File: config.mk
export PLATFORM = sky130hd
export DESIGN_NAME = store_data_packer_flat
export DESIGN_NICKNAME = d
export VERILOG_FILES = /design/src/rtl/store_data_packer_if.sv /design/src/rtl/store_data_packer.sv /design/src/flat_wrapper.sv
export SDC_FILE = /design/constraint.sdc
export NUM_CORES = 1
export LEC_CHECK = 0
export CAP_MARGIN = 20
export CORE_MARGIN = 2
export CORE_UTILIZATION = 45
export DETAILED_ROUTE_END_ITERATION = 16
export PLACE_DENSITY = 0.72
export SYNTH_ARGS = -nofsm -noshare
export SYNTH_HDL_FRONTEND = slang
export SYNTH_SLANG_ARGS = --single-unit
File: constraint.sdc
create_clock -name clk -period 9.3 [get_ports clk]
set_input_delay 1.86 -clock clk [delete_from_list [all_inputs] [get_ports clk]]
set_output_delay 1.86 -clock clk [all_outputs]
set_load 0.01 [all_outputs]
File: src/rtl/store_data_packer_if.sv
// Store-path bus: MEM-stage store request in, packed store out to data memory.
// master = store issuer / memory side, slave = the packer.
interface store_data_packer_if #(
  parameter int AW    = 32,
  parameter int DEPTH = 2
);
  logic                     st_valid;
  logic                     st_ready;
  logic [AW-1:0]            st_addr;
  logic [31:0]              st_data;
  logic [1:0]               st_size;
  logic                     st_fault;
  logic                     mem_valid;
  logic                     mem_ready;
  logic [AW-1:0]            mem_addr;
  logic [31:0]              mem_wdata;
  logic [3:0]               mem_be;
  logic [$clog2(DEPTH):0]   count;

  modport master (
    output st_valid, st_addr, st_data, st_size, mem_ready,
    input  st_ready, st_fault, mem_valid, mem_addr, mem_wdata, mem_be, count
  );

  modport slave (
    input  st_valid, st_addr, st_data, st_size, mem_ready,
    output st_ready, st_fault, mem_valid, mem_addr, mem_wdata, mem_be, count
  );
endinterface

File: src/rtl/store_data_packer.sv
// MEM-stage store packer: lane-steers SB/SH/SW data, builds byte enables and
// queues packed stores in a small FIFO drained over a valid/ready handshake.

module store_lane #(
  parameter int LANE = 0
) (
  input  logic [1:0] size,
  input  logic [1:0] off,
  input  logic [7:0] b0,
  input  logic [7:0] b1,
  input  logic [7:0] bw,
  output logic       be,
  output logic [7:0] wbyte
);
  localparam logic [1:0] IDX = 2'(LANE);

  // byte data is replicated, half data alternates low/high byte per lane
  always_comb begin
    be    = 1'b0;
    wbyte = b0;
    case (size)
      2'b00: be = (off == IDX);
      2'b01: begin
        be    = (off[1] == IDX[1]);
        wbyte = IDX[0] ? b1 : b0;
      end
      2'b10: begin
        be    = 1'b1;
        wbyte = bw;
      end
      default: ;
    endcase
  end
endmodule

module store_data_packer #(
  parameter int DEPTH = 2,
  parameter int AW    = 32
) (
  input  logic              clk,
  input  logic              reset,
  store_data_packer_if.slave bus
);
  localparam int NUM_LANES = 4;
  localparam int PW        = $clog2(DEPTH);
  localparam int CW        = PW + 1;

  typedef struct packed {
    logic [AW-1:0]                addr;
    logic [NUM_LANES-1:0][7:0]    wdata;
    logic [NUM_LANES-1:0]         be;
  } st_entry_t;

  st_entry_t                   fifo_q [DEPTH];
  st_entry_t                   new_entry;
  st_entry_t                   head;
  logic [PW-1:0]               rd_ptr, wr_ptr;
  logic [CW-1:0]               cnt;
  logic                        fault_q;
  logic [NUM_LANES-1:0]        lane_be;
  logic [NUM_LANES-1:0][7:0]   lane_data;
  logic [1:0]                  off;
  logic                        illegal, accept, push, pop;

  assign off = bus.st_addr[1:0];

  for (genvar i = 0; i < NUM_LANES; i++) begin : g_lane
    store_lane #(.LANE(i)) u_lane (
      .size  (bus.st_size),
      .off   (off),
      .b0    (bus.st_data[7:0]),
      .b1    (bus.st_data[15:8]),
      .bw    (bus.st_data[8*i +: 8]),
      .be    (lane_be[i]),
      .wbyte (lane_data[i])
    );
  end

  always_comb begin
    illegal = 1'b0;
    case (bus.st_size)
      2'b01:   illegal = off[0];
      2'b10:   illegal = (off != 2'b00);
      2'b11:   illegal = 1'b1;
      default: illegal = 1'b0;
    endcase
  end

  assign new_entry.addr  = {bus.st_addr[AW-1:2], 2'b00};
  assign new_entry.wdata = lane_data;
  assign new_entry.be    = lane_be;

  assign bus.st_ready = (cnt != CW'(DEPTH));
  assign accept       = bus.st_valid & bus.st_ready;
  assign push         = accept & ~illegal;
  assign pop          = (cnt != '0) & bus.mem_ready;

  always_ff @(posedge clk or posedge reset) begin
    if (reset) begin
      for (int i = 0; i < DEPTH; i++) fifo_q[i] <= '0;
      rd_ptr  <= '0;
      wr_ptr  <= '0;
      cnt     <= '0;
      fault_q <= 1'b0;
    end else begin
      fault_q <= accept & illegal;
      if (push) begin
        fifo_q[wr_ptr] <= new_entry;
        wr_ptr         <= wr_ptr + PW'(1);
      end
      if (pop) rd_ptr <= rd_ptr + PW'(1);
      case ({push, pop})
        2'b10:   cnt <= cnt + CW'(1);
        2'b01:   cnt <= cnt - CW'(1);
        default: cnt <= cnt;
      endcase
    end
  end

  // When empty, the slot behind rd_ptr still holds the last popped entry
  // (or zeros after reset), so outputs keep their last value for free.
  assign head = (cnt != '0) ? fifo_q[rd_ptr] : fifo_q[rd_ptr - PW'(1)];

  assign bus.mem_valid = (cnt != '0);
  assign bus.mem_addr  = head.addr;
  assign bus.mem_wdata = head.wdata;
  assign bus.mem_be    = head.be;
  assign bus.st_fault  = fault_q;
  assign bus.count     = cnt;
endmodule
File: src/flat_wrapper.sv
// flat-port wrapper written by rule: the top's interface ports become plain ports
module store_data_packer_flat 
#(
  parameter int DEPTH = 2,
  parameter int AW    = 32
)
  (clk, reset, bus_st_valid, bus_st_addr, bus_st_data, bus_st_size, bus_mem_ready, bus_st_ready, bus_st_fault, bus_mem_valid, bus_mem_addr, bus_mem_wdata, bus_mem_be, bus_count);
  store_data_packer_if #(.AW(AW), .DEPTH(DEPTH)) bus_i ();
  input  logic clk;
  input  logic reset;
  input wire logic [$bits(bus_i.st_valid)-1:0] bus_st_valid;
  input wire logic [$bits(bus_i.st_addr)-1:0] bus_st_addr;
  input wire logic [$bits(bus_i.st_data)-1:0] bus_st_data;
  input wire logic [$bits(bus_i.st_size)-1:0] bus_st_size;
  input wire logic [$bits(bus_i.mem_ready)-1:0] bus_mem_ready;
  output wire logic [$bits(bus_i.st_ready)-1:0] bus_st_ready;
  output wire logic [$bits(bus_i.st_fault)-1:0] bus_st_fault;
  output wire logic [$bits(bus_i.mem_valid)-1:0] bus_mem_valid;
  output wire logic [$bits(bus_i.mem_addr)-1:0] bus_mem_addr;
  output wire logic [$bits(bus_i.mem_wdata)-1:0] bus_mem_wdata;
  output wire logic [$bits(bus_i.mem_be)-1:0] bus_mem_be;
  output wire logic [$bits(bus_i.count)-1:0] bus_count;
  assign bus_i.st_valid = bus_st_valid;
  assign bus_i.st_addr = bus_st_addr;
  assign bus_i.st_data = bus_st_data;
  assign bus_i.st_size = bus_st_size;
  assign bus_i.mem_ready = bus_mem_ready;
  assign bus_st_ready = bus_i.st_ready;
  assign bus_st_fault = bus_i.st_fault;
  assign bus_mem_valid = bus_i.mem_valid;
  assign bus_mem_addr = bus_i.mem_addr;
  assign bus_mem_wdata = bus_i.mem_wdata;
  assign bus_mem_be = bus_i.mem_be;
  assign bus_count = bus_i.count;
  store_data_packer #(.DEPTH(DEPTH), .AW(AW)) u_core (.clk(clk), .reset(reset), .bus(bus_i));
endmodule
Word level (Yosys, flattened, before mapping)
Cells that the tools add are included.
{"block": "op_classes", "bitwise_logic": 9, "n_mux": 19, "n_eq_ne": 9, "magnitude_cmp": 4, "add_sub_neg": 5, "reduce_logical": 7}
{"op": "$mux W68", "count": 8}
{"op": "$bwmux W136", "count": 1}
{"op": "$demux W68 S1", "count": 1}
{"op": "$mux W8", "count": 2}
{"op": "$pmux W8 S2", "count": 1}
{"op": "$pmux W1 S3", "count": 5}
{"op": "$eq A2 B2 Y1 const B", "count": 5}
{"op": "$eq A2 B1 Y1 const B", "count": 3}
{"op": "$ge A2 B2 Y1 const B", "count": 3}
{"op": "$not A1 Y2", "count": 3}
{"op": "$reduce_bool A2 Y1", "count": 3}
{"op": "$and A1 B1 Y1", "count": 4}
{"op": "$logic_not A2 Y1", "count": 2}
{"op": "$pmux W2 S2", "count": 1}
{"op": "$add A1 B1 Y1 const B", "count": 2}
{"op": "$add A2 B1 Y2 const B", "count": 1}
{"op": "$lt A2 B1 Y1 const B", "count": 1}
{"op": "$ne A2 B2 Y1 const B", "count": 1}
{"op": "$not A1 Y1", "count": 2}
{"op": "$reduce_or A2 Y1", "count": 1}
{"op": "$sub A2 B1 Y2 const B", "count": 1}
{"op": "$logic_and A1 B1 Y1", "count": 1}
{"op": "$sub A1 B1 Y1 const B", "count": 1}
{"block": "totals", "ff_bits": 141, "output_inout_bits": 73, "elab_cells": 69, "in_bits": 70}

Depth between registers and ports, before layout
{"block": "depth", "word_depth": 6, "mapped_depth": 9, "mapped_depth_nobuf": 9}

Modules after synthesis
Synthesis repeated with hierarchy kept, for this count alone.
{"block": "hier_totals", "cells_unflattened": 480, "area_unflattened_um2": 7280.7}
{"mod": "store_data_packer", "cells_per_inst": 379, "area_each_um2": 6384.9, "instances": 1, "seq_area_each_um2": 3428.3}
{"mod": "store_lane at u_core.g_lane[3].u_lane", "cells_per_inst": 38, "area_each_um2": 285.3, "instances": 1, "seq_area_each_um2": 0.0}
{"mod": "store_lane at u_core.g_lane[1].u_lane", "cells_per_inst": 37, "area_each_um2": 284.0, "instances": 1, "seq_area_each_um2": 0.0}
{"mod": "store_lane at u_core.g_lane[2].u_lane", "cells_per_inst": 13, "area_each_um2": 163.9, "instances": 1, "seq_area_each_um2": 0.0}
{"mod": "store_lane at u_core.g_lane[0].u_lane", "cells_per_inst": 13, "area_each_um2": 162.7, "instances": 1, "seq_area_each_um2": 0.0}

Worst setup path before layout
Ideal clock, no wire load.
{"block": "synth_timing", "path_kind": "register to output", "from": "register u_core.cnt[0], in the netlist u_core.bus.count[0]", "to": "output port bus_mem_addr[10]", "path_slack_ns": 5.556, "stages_incl_launch_ff": 6, "arrival_time_ns": 1.884, "required_time_ns": 7.440, "path_buffers": 2, "cell_sequence": "dfrtp_1 > or2_2 > xor2_1 > clkbuf_1 > buf_2 > mux2_2"}
{"block": "synth_via", "elab_chain_cells": 2}
{"element": "start, declared", "line_no": "store_data_packer.sv:58", "rtl": "logic [CW-1:0] cnt;"}
{"element": "start signal, assigned", "line_no": "store_data_packer.sv:113", "rtl": "2'b10: cnt <= cnt + CW'(1);"}
{"element": "start signal, assigned", "line_no": "store_data_packer.sv:114", "rtl": "2'b01: cnt <= cnt - CW'(1);"}
{"element": "start signal, assigned", "line_no": "store_data_packer.sv:115", "rtl": "default: cnt <= cnt;"}
{"element": "$reduce_bool A2 Y1"}
{"element": "net bus_mem_valid", "line_no": "flat_wrapper.sv:18", "rtl": "output wire logic [$bits(bus_i.mem_valid)-1:0] bus_mem_valid;"}
{"element": "$mux W68", "line_no": "store_data_packer.sv:122", "rtl": "assign head = (cnt != '0) ? fifo_q[rd_ptr] : fifo_q[rd_ptr - PW'(1)];"}
{"element": "end, declared", "line_no": "flat_wrapper.sv:19", "rtl": "output wire logic [$bits(bus_i.mem_addr)-1:0] bus_mem_addr;"}
The timed path passes the listed nets, and every way through them passes these cells.

Final worst setup path
{"block": "layout_timing", "from": "input port bus_st_size[0]", "to": "register u_core.fifo_q[47] (netlist name)"}
{"block": "layout_via", "elab_chain_cells": 4, "word_cells_on_any_way": 6, "cone_classes": "eq/ne (3); mux (1); bitwise (2)"}
{"element": "start, declared", "line_no": "flat_wrapper.sv:14", "rtl": "input wire logic [$bits(bus_i.st_size)-1:0] bus_st_size;"}
{"element": "$eq A2 B2 Y1 / $eq A2 B1 Y1 (equally long branches)", "line_no": "store_data_packer.sv:81", "rtl": "case (bus.st_size)"}
{"element": "$pmux W1 S3 (*)", "line_no": "store_data_packer.sv:81"}
{"element": "$not A1 Y1 (*)", "line_no": "store_data_packer.sv:95", "rtl": "assign push = accept & ~illegal;"}
{"element": "$and A1 B1 Y1 (*)", "line_no": "store_data_packer.sv:95"}
{"element": "end signal, assigned by index", "line_no": "store_data_packer.sv:108", "rtl": "fifo_q[wr_ptr] <= new_entry;"}
{"element": "end, declared", "line_no": "store_data_packer.sv:54", "rtl": "st_entry_t fifo_q [DEPTH];"}
Mark *: on every way between the ends. The rest lies on a longest branch, timed or not.
A chain may end at the register's enable or synchronous reset.

==> run_summary.xml <==
<?xml version="1.0" encoding="UTF-8"?>
<metrics>
  <group name="yosys">
    <metric name="yosys-top-cells-area" unit="">sky130_fd_sc_hd__dfrtp_1 (52%), sky130_fd_sc_hd__mux2_2 (27%), sky130_fd_sc_hd__mux2_4 (7.3%)</metric>
    <metric name="ys_ff_latch" unit="">137</metric>
    <metric name="netlist_instances" unit="">470</metric>
    <metric name="yosysWarningCount" unit="">0</metric>
    <metric name="async_reset_ff_frac" unit="">1.00</metric>
    <metric name="synth_area_leader_cell" unit="">sky130_fd_sc_hd__dfrtp_1</metric>
    <metric name="netlist-cell-type-count" unit="">34</metric>
    <metric name="synth_area_per_cell" unit="sq um">13.9</metric>
    <metric name="synth_enable_flop_cells" unit="">0</metric>
    <metric name="synth_top_area_share" unit="">0.523</metric>
    <metric name="synth.most_common_cell" unit="">sky130_fd_sc_hd__mux2_2</metric>
    <metric name="synth-seq-area-share" unit="">0.523</metric>
    <metric name="yosys-top-cells-count" unit="">sky130_fd_sc_hd__mux2_2 (158), sky130_fd_sc_hd__dfrtp_1 (137), sky130_fd_sc_hd__mux2_4 (32)</metric>
    <metric name="synth_top_flop_cell" unit="">sky130_fd_sc_hd__dfrtp_1</metric>
    <metric name="post_synth_instance_area" unit="sq um">6550</metric>
  </group>
  <group name="pwr">
    <metric name="vdd_drop_max" unit="mV">0.266</metric>
    <metric name="power.density" unit="nW/um^2">418</metric>
    <metric name="p_leak" unit="uW">0.00377</metric>
  </group>
  <group name="routing">
    <metric name="highest-signal-layer" unit="">met4</metric>
    <metric name="routed_wl" unit="um">14900</metric>
    <metric name="met3_length" unit="um">840</metric>
    <metric name="drtIter0Drc" unit="">201</metric>
    <metric name="drtPass1Iterations" unit="">4</metric>
    <metric name="remaining_drc_errors" unit="">0</metric>
    <metric name="wire_per_inst" unit="um">18.7</metric>
    <metric name="via_per_inst" unit="">5.25</metric>
    <metric name="routedLengthMet1" unit="um">6410</metric>
    <metric name="route.antenna.remaining_nets" unit="">0</metric>
    <metric name="number_of_vias_in_the_routed_layout" unit="">4198</metric>
    <metric name="met2RoutedLength" unit="um">7360</metric>
  </group>
  <group name="finish">
    <metric name="final_nets" unit="">679</metric>
    <metric name="number_of_inserted_filler_cells_in_the_final_layout" unit="">1118</metric>
    <metric name="regArea" unit="sq um">3430</metric>
    <metric name="multiInputGateArea" unit="sq um">2940</metric>
    <metric name="areaGrowthSynthToFinish" unit="%">33.0</metric>
    <metric name="utilization" unit="">0.606</metric>
    <metric name="antenna_diode_count" unit="">0</metric>
    <metric name="drive_gt1_frac" unit="">0.372</metric>
  </group>
  <group name="sta">
    <metric name="timing.hold.ws" unit="ps">498</metric>
    <metric name="min_period" unit="ps">4990</metric>
    <metric name="fmax" unit="MHz">200</metric>
    <metric name="timing_max_transition_violations_final" unit="">0</metric>
    <metric name="worst_clock_skew" unit="ps">10.1</metric>
    <metric name="timing.setup.tns" unit="ps">0</metric>
    <metric name="timing.final.hold_violations" unit="">0</metric>
    <metric name="grt_setup_unrepaired" unit="">no</metric>
    <metric name="worst_slew_pin_slew" unit="ps">978</metric>
    <metric name="period_share" unit="">0.537</metric>
    <metric name="setup_viol_count_final" unit="">0</metric>
    <metric name="max_slew_margin" unit="">0.348</metric>
  </group>
  <group name="grt">
    <metric name="globalRouteOverflowTotal" unit="">0</metric>
    <metric name="number_of_global_route_vias_before_repair" unit="">4531</metric>
    <metric name="global_route_wire_length_before_repair" unit="um">24200</metric>
    <metric name="grt_start_max_net_pins" unit="">75</metric>
    <metric name="grt_usage" unit="">0.200</metric>
    <metric name="initial_antenna_violation_count" unit="">0</metric>
  </group>
  <group name="place">
    <metric name="buffer_ports.inserted" unit="">140</metric>
    <metric name="placer_congestion_estimate" unit="">0.779</metric>
    <metric name="hpwlAfterDp" unit="um">9760</metric>
  </group>
  <group name="clock_tree">
    <metric name="clock_path_buffers" unit="">2</metric>
    <metric name="clk_transition_reported_paths" unit="ps">50</metric>
    <metric name="cts.hold.buffers_added" unit="">0</metric>
    <metric name="cts_post_setup_buffers_inserted" unit="">0</metric>
    <metric name="cts.root.buffer_cell" unit="">sky130_fd_sc_hd__clkbuf_16</metric>
    <metric name="cts_repair_resize_count" unit="">0</metric>
    <metric name="htreeDepth" unit="">4</metric>
    <metric name="worstSkewPairLatency" unit="ps">420</metric>
    <metric name="total_clock_buffers_created_by_cts" unit="">17</metric>
    <metric name="clock_sinks" unit="">137</metric>
    <metric name="tritoncts" unit="">yes</metric>
  </group>
  <group name="worst_setup_path">
    <metric name="path_class" unit="">in -&gt; reg</metric>
    <metric name="setup.worst_path.start_class" unit="">primary input</metric>
    <metric name="critical_path_peak_fanout" unit="">41</metric>
    <metric name="reg2reg_from" unit="">u_core.bus.count[0]$_DFFE_PP0P_</metric>
    <metric name="worst_case_reg_to_reg_path_depth" unit="">5</metric>
    <metric name="required_time_at_the_worst_slack_endpoint" unit="ps">9590</metric>
    <metric name="critical_path.endpoint_type" unit="">flop</metric>
    <metric name="ff2ff_setup_slack" unit="ps">6570</metric>
    <metric name="reg2reg_to" unit="">u_core.fifo_q[47]$_DFFE_PP0P_</metric>
    <metric name="cp.arrival" unit="ps">5280</metric>
  </group>
  <group name="hold_path">
    <metric name="timing.hold.worst_path_depth" unit="">1</metric>
    <metric name="hold_crit_class" unit="">reg -&gt; reg</metric>
    <metric name="worstHoldStart" unit="">u_core.fifo_q[53]$_DFFE_PP0P_</metric>
    <metric name="hold_end" unit="">u_core.fifo_q[53]$_DFFE_PP0P_</metric>
  </group>
  <group name="job">
    <metric name="cap_viol_max_count" unit="">0</metric>
  </group>
  <group name="floorplanning">
    <metric name="design.core.area" unit="sq um">14400</metric>
    <metric name="top_level_ports" unit="">143</metric>
    <metric name="die_x" unit="um">125</metric>
    <metric name="die_h" unit="um">125</metric>
    <metric name="start_util" unit="">0.456</metric>
    <metric name="fp-row-count" unit="">44</metric>
    <metric name="floorplan.die_area" unit="sq um">15500</metric>
  </group>
  <group name="run_status">
    <metric name="result_of_the_run" unit="">completed</metric>
  </group>
</metrics>
[stage by stage]
stage / setup slack (ps) / instance area, sq um / cells / total power [uW]
3_5_place_dp: 3860 / 8070 / 768 / 2950
6_report: 4310 / 8710 / 800 / 3640
4_1_cts: 4300 / 8690 / 799 / 3690
2_1_floorplan: 3770 / 6560 / 471 / 2120
5_1_grt: 4100 / 8710 / 800 / 3850
3_3_place_gp: 3930 / 8070 / 768 / 2910
[logic make-up (layout without fill, tap and decap cells)]
family,after synthesis,in the layout,synth area share
multiplexers,198,198,0.357
flip-flops,137,137,0.523
buffers and inverters,43,188,0.0351
AO/OA/AOI/OAI,41,41,0.0403
AND/OR/NAND/NOR,39,39,0.0260
XOR/XNOR,6,6,0.00802
adder cells (fa/ha/maj),5,5,0.00955
other,1,2,0.000572
[placed cells by master (no fill, tap or decap), drive strengths merged]
master / count
mux2: 190
clkdlybuf4s50: 140
dfrtp: 137
nand2: 25
clkbuf: 22
o21ai: 16
inv: 13
a22oi: 8
mux2i: 8
o22ai: 8
nor2: 5
ha: 5
clkinv: 5
a21o: 4
bufinv: 4
buf: 4
xnor2: 3
xor2: 3
conb: 2
or2: 2
nand2b: 1
nand3: 1
a21oi: 1
nor2b: 1
nor3: 1
a211oi: 1
a211o: 1
a2111oi: 1
nand4b: 1
and2: 1
nor3b: 1
o21bai: 1
[flip-flops by register name, indices dropped and copies added, names as in the netlist]
register	flops
u_core.bus.count	2
u_core.bus.st_fault	1
u_core.fifo_q	132
u_core.rd_ptr	1
u_core.wr_ptr	1
[worst max-delay path: stages]
cell,delay [ps]
sky130_fd_sc_hd__clkdlybuf4s50_1,510
sky130_fd_sc_hd__inv_1,70
sky130_fd_sc_hd__ha_1,480
sky130_fd_sc_hd__a21o_1,300
sky130_fd_sc_hd__a21o_1,230
sky130_fd_sc_hd__a21oi_4,750
sky130_fd_sc_hd__buf_4,640
sky130_fd_sc_hd__mux2_2,410
[where the power goes]
| part | switching [uW] | total [uW] | internal [uW] |
|---|---|---|---|
| logic | 734 | 1890 | 1150 |
| clock network | 242 | 707 | 466 |
| registers | 153 | 1050 | 897 |
[cell type report]
cell class,instances,area share
Sequential cell,137,0.394
Multi-Input combinational cell,291,0.337
Timing Repair Buffer,144,0.166
Clock buffer,22,0.0544
Tap cell,184,0.0264
Clock inverter,9,0.0167
Inverter,13,0.00618
[routing by layer]
metal	track usage	up-vias
met1	0.257	2118
li1	-	1931
met5	0	-
met2	0.314	123
met4	0.0760	0
met3	0.0692	26
[worst max path at each step]
stage	from	slack, ps	cells after the start	end
floorplan	reset	3770	1	u_core.bus.count[0]$_DFFE_PP0P_
global placement	bus_st_size[0]	3930	8	u_core.fifo_q[61]$_DFFE_PP0P_
detailed placement	bus_st_size[0]	3860	8	u_core.fifo_q[44]$_DFFE_PP0P_
CTS	bus_st_size[0]	4300	8	u_core.fifo_q[47]$_DFFE_PP0P_
global route	bus_st_size[0]	4100	8	u_core.fifo_q[51]$_DFFE_PP0P_
finish	bus_st_size[0]	4310	8	u_core.fifo_q[47]$_DFFE_PP0P_
(Power assumes the default switching activity.)
==> variant 1, RTL diff (config.mk and constraints unchanged) <==
`DEPTH` is set to 2 in 3 places; all go to 4.
--- a/src/rtl/store_data_packer_if.sv
+++ b/src/rtl/store_data_packer_if.sv
@@ -2,7 +2,7 @@
 // master = store issuer / memory side, slave = the packer.
 interface store_data_packer_if #(
   parameter int AW    = 32,
-  parameter int DEPTH = 2
+  parameter int DEPTH = 4
 );
   logic                     st_valid;
   logic                     st_ready;
--- a/src/rtl/store_data_packer.sv
+++ b/src/rtl/store_data_packer.sv
@@ -34,7 +34,7 @@
 endmodule
 
 module store_data_packer #(
-  parameter int DEPTH = 2,
+  parameter int DEPTH = 4,
   parameter int AW    = 32
 ) (
   input  logic              clk,
--- a/src/flat_wrapper.sv
+++ b/src/flat_wrapper.sv
@@ -1,7 +1,7 @@
 // flat-port wrapper written by rule: the top's interface ports become plain ports
 module store_data_packer_flat 
 #(
-  parameter int DEPTH = 2,
+  parameter int DEPTH = 4,
   parameter int AW    = 32
 )
   (clk, reset, bus_st_valid, bus_st_addr, bus_st_data, bus_st_size, bus_mem_ready, bus_st_ready, bus_st_fault, bus_mem_valid, bus_mem_addr, bus_mem_wdata, bus_mem_be, bus_count);
Ports: changed (resized bus_count); port bits go from 143 to 144. No check against the original RTL was run, so the function may have changed too.
==> variant 1 against the original RTL <==
Die area rose by 110%; synthesized area rose by 110%; maximum frequency fell by 30%; wire length rose by 130%; combinational power rose by 63%; synthesized cell count rose by 140%; total power rose by 85%; cell area rose by 90%; setup slack got worse by 2.2 ns; worst hold slack got worse by 0.0090 ns; sequential cell count rose by 135; critical endpoint is now bus_mem_addr[31].
==> variant 1: results (changes against the original RTL) <==
- The distinct cell type count after synthesis is 37 (+8.8%).
- The overall fraction of global-route tracks in use was 21.9% (+1.9 points).
- The met1 routed wirelength after detailed routing was 15.4 mm (+140%).
- The post-synthesis async set-or-reset flop share came to 100% (unchanged).
- The flow ran to the end, and the final reports show no timing, DRC or antenna violations.
- The worst-skew pair later-pin latency was 0.55 ns (+0.13 ns).
- The H-tree depth reported by CTS is 1 (-3).
- The layout net count came to 1317 (+94%).
- Sorting the synthesized cells by area gives the leading types as dfrtp_1 (49%), mux2_1 (13%), mux2_2 (9.8%).
- The cell chosen for the clock root is clkbuf_16.
- The maximum clock insertion buffer count is 3 (+1).
- The detailed placement HPWL is 20.4 mm (+110%).
- The initial antenna violation count came to 7 (+7).
- The peak supply drop is 0.000238 V (-11%).
- The flip-flop count of the largest register after layout is 264 (+100%).
- The total wire length came to 34.6 mm (+130%).
- The buffer count from post-CTS setup fixing came to 0 (unchanged).
- The tightest min-delay check is of the flip-flop to flip-flop type.
- The count of routing violations after the opening detailed-route iteration is 646 (+220%).
- The number of detailed-route iterations in the first pass came to 7 (+3).
- The part of the Yosys area used for sequential elements is 49.2% (-3.1 points).
- The yosys synthesis warning count was 0 (unchanged).
- The data arrival time of the critical path came to 5.30 ns (+0.02 ns).
- The total of buffers placed on input and output ports is 141 (+0.71%).
- The most flop-heavy register is u_core.fifo_q.
- The number of global-route vias before repair is 9953 (+120%).
- The share of cells above drive strength 1 is 15.9% (-21 points).
- The max-slew headroom at the worst pin came to 26.8% (-8.0 points).
- The total length of routed met2 wires is 16.5 mm (+120%).
- After clock tree synthesis, the clock-pin slew on the worst setup and hold paths is 0.06 ns.
- The maximum number of pins on one net before global-route repair was 181 (+140%).
- The placer's final routability congestion estimate came to 0.819 (+5.1%).
- The pre-CTS setup slack came to 2.72 ns (-1.14 ns).
- In the synthesized netlist, the cells that appear most often are dfrtp_1 (272), mux2_1 (160), mux2_2 (120), o21ai_0 (79), a21oi_1 (78).
- The length of routed met3 wiring is 2.08 mm (+150%).
- The post-CTS resize count came to 0 (unchanged).
- The leakage power of the design is 7.01 nW (+86%).
- The total overflow reported by the global router is 0 (unchanged).
- The maximum fanout along the worst path is 67 (+63%).
- The total clock buffers created by CTS is 30 (+13).
- The clock tree skew after final layout is 0.0110 ns (+0.000866 ns).
- The highest metal layer carrying signal wires in the routed design is met5.
- The via density per instance is 5.85 (+11%).
- The wire length of the first global-routing pass is 55.4 mm (+130%).
- The fill cell instance count of the final layout is 2573 (+130%).
==> variant 1: changes by cell type after synthesis, moves of 38 or more <==
cell	unedited run	this run
clkbuf_1	8	47
dfrtp_1	137	272
a21oi_1	1	78
mux2_2	158	120
mux2i_1	8	66
a211oi_1	1	65
mux2_1	0	160
o21ai_0	16	79
nor2_1	5	77
o2bb2ai_1	0	58
==> variant 1: power breakdown <==
group	internal, mW	total (mW)	switching, mW
sequential	1.79	2.22	0.436
clock	0.926	1.42	0.494
combinational	1.56	3.09	1.52
==> variant 1: worst paths after layout <==
check / startpoint / endpoint / slack, ns / cells after the start
setup / recovery: u_core.bus.count[1] / bus_mem_addr[31] / 2.14 / 9
hold / removal: u_core.fifo_q[235] / u_core.fifo_q[235] / 0.49 / 1
setup reg to reg: u_core.bus.count[0] / u_core.bus.count[2] / 5.61 / 11
hold reg to reg: u_core.fifo_q[235] / u_core.fifo_q[235] / 0.49 / 1
max in group asynchronous: reset / u_core.rd_ptr[1] / 6.27 / 3
min in group asynchronous: reset / u_core.fifo_q[77] / 1.62 / 2
==> variant 1: final cells by class <==
class	instances	area share (%)
inverters	12	0.294
diodes	5	0.0754
flip-flops and latches	272	41.1
repair buffers	153	9.49
clock inverters	15	1.86
multi-input cells	768	38.8
well taps	396	2.99
clock buffers	41	5.45
==> variant 1: metal layers <==
layer	up-vias	global-route usage [%]
met3	45	4.18
met2	279	36.4
li1	4407	-
met4	4	5.34
met5	-	0
met1	4987	29.9
==> variant 1: cells by family after synthesis <==
family          Yosys count  synth area share [%]
other cells               1                0.0271
buf+inv                 108                  4.47
compound gates          294                  13.7
simple gates            109                  3.66
mux                     346                  27.6
xor+xnor                  7                 0.443
fa+ha+maj                10                 0.959
flops                   272                  49.2
==> variant 1: critical path, cell delays in order, from the launching register on <==
cell             delay (ns)
dfrtp_1                0.44
nor3_4                 0.19
buf_4                  0.73
inv_2                  0.60
buf_4                  0.45
nor2_4                 0.74
buf_4                  0.56
a211oi_1               0.15
o21ai_0                0.28
clkdlybuf4s50_1        0.59
==> variant 1: stage by stage <==
step | utilization [%] | hold slack, ns | instances | area [sq um]
final | 54.5 | 0.489 | 1662 | 16600
after global routing | 54.5 | 0.499 | 1658 | 16600
after floorplan | - | 0.464 | 1148 | 13800
after global placement | 50.2 | 0.473 | 1598 | 15300
after CTS | 54.2 | 0.494 | 1654 | 16500
after detailed placement | 50.2 | 0.480 | 1598 | 15300
==> variant 2, RTL diff (config.mk and constraints unchanged) <==
Without the edit above. Reset style: synchronous (`reset`), changed in one clocked block.
--- a/src/rtl/store_data_packer.sv
+++ b/src/rtl/store_data_packer.sv
@@ -95,7 +95,7 @@
   assign push         = accept & ~illegal;
   assign pop          = (cnt != '0) & bus.mem_ready;
 
-  always_ff @(posedge clk or posedge reset) begin
+  always_ff @(posedge clk) begin
     if (reset) begin
       for (int i = 0; i < DEPTH; i++) fifo_q[i] <= '0;
       rd_ptr  <= '0;
Check against the original RTL: differs if reset is asserted again (counterexample within 4 cycles, from zero or initial values and one cycle with reset high); with reset held inactive, the same outputs for 4 cycles.
==> variant 2 against the original RTL <==
Count of clock-buffer cells in the layout is 2 higher; wire length fell by 7.9%; cell area fell by 0.80%; sequential cell count is 1 higher; setup slack got worse by 0.10 ns; synthesized area is 1.2% higher; total power decreased by 33%; largest cell class unchanged.
==> variant 2: results (changes against the original RTL) <==
- The non-clock inverter total of the final layout was 4 (-9).
- The footprint of the flip-flops and latches was 0.00408 sq mm (+19%).
- The number of enable flip-flop cells after synthesis was 132 (+132).
- The endpoint identified for the worst register-to-register timing path is u_core.fifo_q[1][12].
- The pre-CTS setup slack is 3.77 ns (-0.0918 ns).
- The standard cell area after detailed placement is 0.00803 sq mm (-0.50%).
- The clock tree skew after final layout was 0.00683 ns (-0.00332 ns).
- The internal cell power is 1.76 mW (-30%).
- The power attributed to combinational cells was 1.00 mW (-47%).
- The maximum number of pins on one net before global-route repair is 67 (-11%).
- The worst-skew pair later-pin latency came to 0.40 ns (-0.02 ns).
- The non-filler instance count after layout was 792 (-1.0%).
- The run finished with clean final reports.
- The detailed placement HPWL is 8.81 mm (-9.8%).
- The met1 global-route usage was 21.5% (-4.2 points).
- The commonest cells after synthesis are edfxtp_1 (132), nor2_1 (58), and2_1 (40), mux2_4 (40), and3_1 (39).
- The mean routed wirelength per cell is 17.4 microns (-7.0%).
- The count of routing violations after the opening detailed-route iteration is 329 (+64%).
- Among all flip-flop cells after synthesis, the most frequent one is edfxtp_1.
- The clock-cell share of area is 7.05% (-0.058 points).
- The adder and majority gate portion of the synthesized area is 0.944% (-0.011 points).
- The area occupied by multi-input gates was 0.00227 sq mm (-23%).
- The xor-xnor portion of the synthesized cell area is 0.396% (-0.41 points).
- The peak per-stage delay on the critical path is 0.69 ns (-0.06 ns).
- The post-synthesis async set-or-reset flop share is 0% (-100 points).
- The multiplexer share of the synthesized area came to 15.9% (-20 points).
- The data arrival time of the critical path is 5.12 ns (-0.16 ns).
- The power density over the cells was 284 mW/mm^2 (-32%).
- Sorting the synthesized cells by area gives the leading types as edfxtp_1 (60%), mux2_4 (9.1%), mux2_2 (4.4%).
- The worst hold margin was 0.541 ns (+0.0427 ns).
- The count of multi-input combinational gates is 290 (-0.34%).
- The wire length of the first global-routing pass is 21.4 mm (-12%).
- The maximum fanout along the worst path was 66 (+61%).
- The reg2reg setup slack is 6.94 ns (+0.37 ns).
==> variant 2: cell count changes after synthesis, sizes merged, moves of 9 or more <==
| cell | before | now |
|---|---|---|
| and3 | 0 | 39 |
| inv | 13 | 4 |
| and2 | 1 | 40 |
| nor2 | 5 | 59 |
| dfrtp | 137 | 0 |
| mux2 | 190 | 66 |
| nand2 | 25 | 12 |
| edfxtp | 0 | 132 |
==> variant 2: worst max-delay path by stage <==
stage / endpoint / cells past startpoint / startpoint
after floorplan: u_core.fifo_q[0][0] / 7 / bus_st_size[0]
after global placement: u_core.fifo_q[0][30] / 8 / bus_st_size[0]
after global routing: u_core.fifo_q[0][14] / 8 / bus_st_size[0]
final: u_core.fifo_q[0][14] / 8 / bus_st_size[0]
after detailed placement: u_core.fifo_q[0][32] / 8 / bus_st_size[0]
after CTS: u_core.fifo_q[0][40] / 8 / bus_st_size[0]
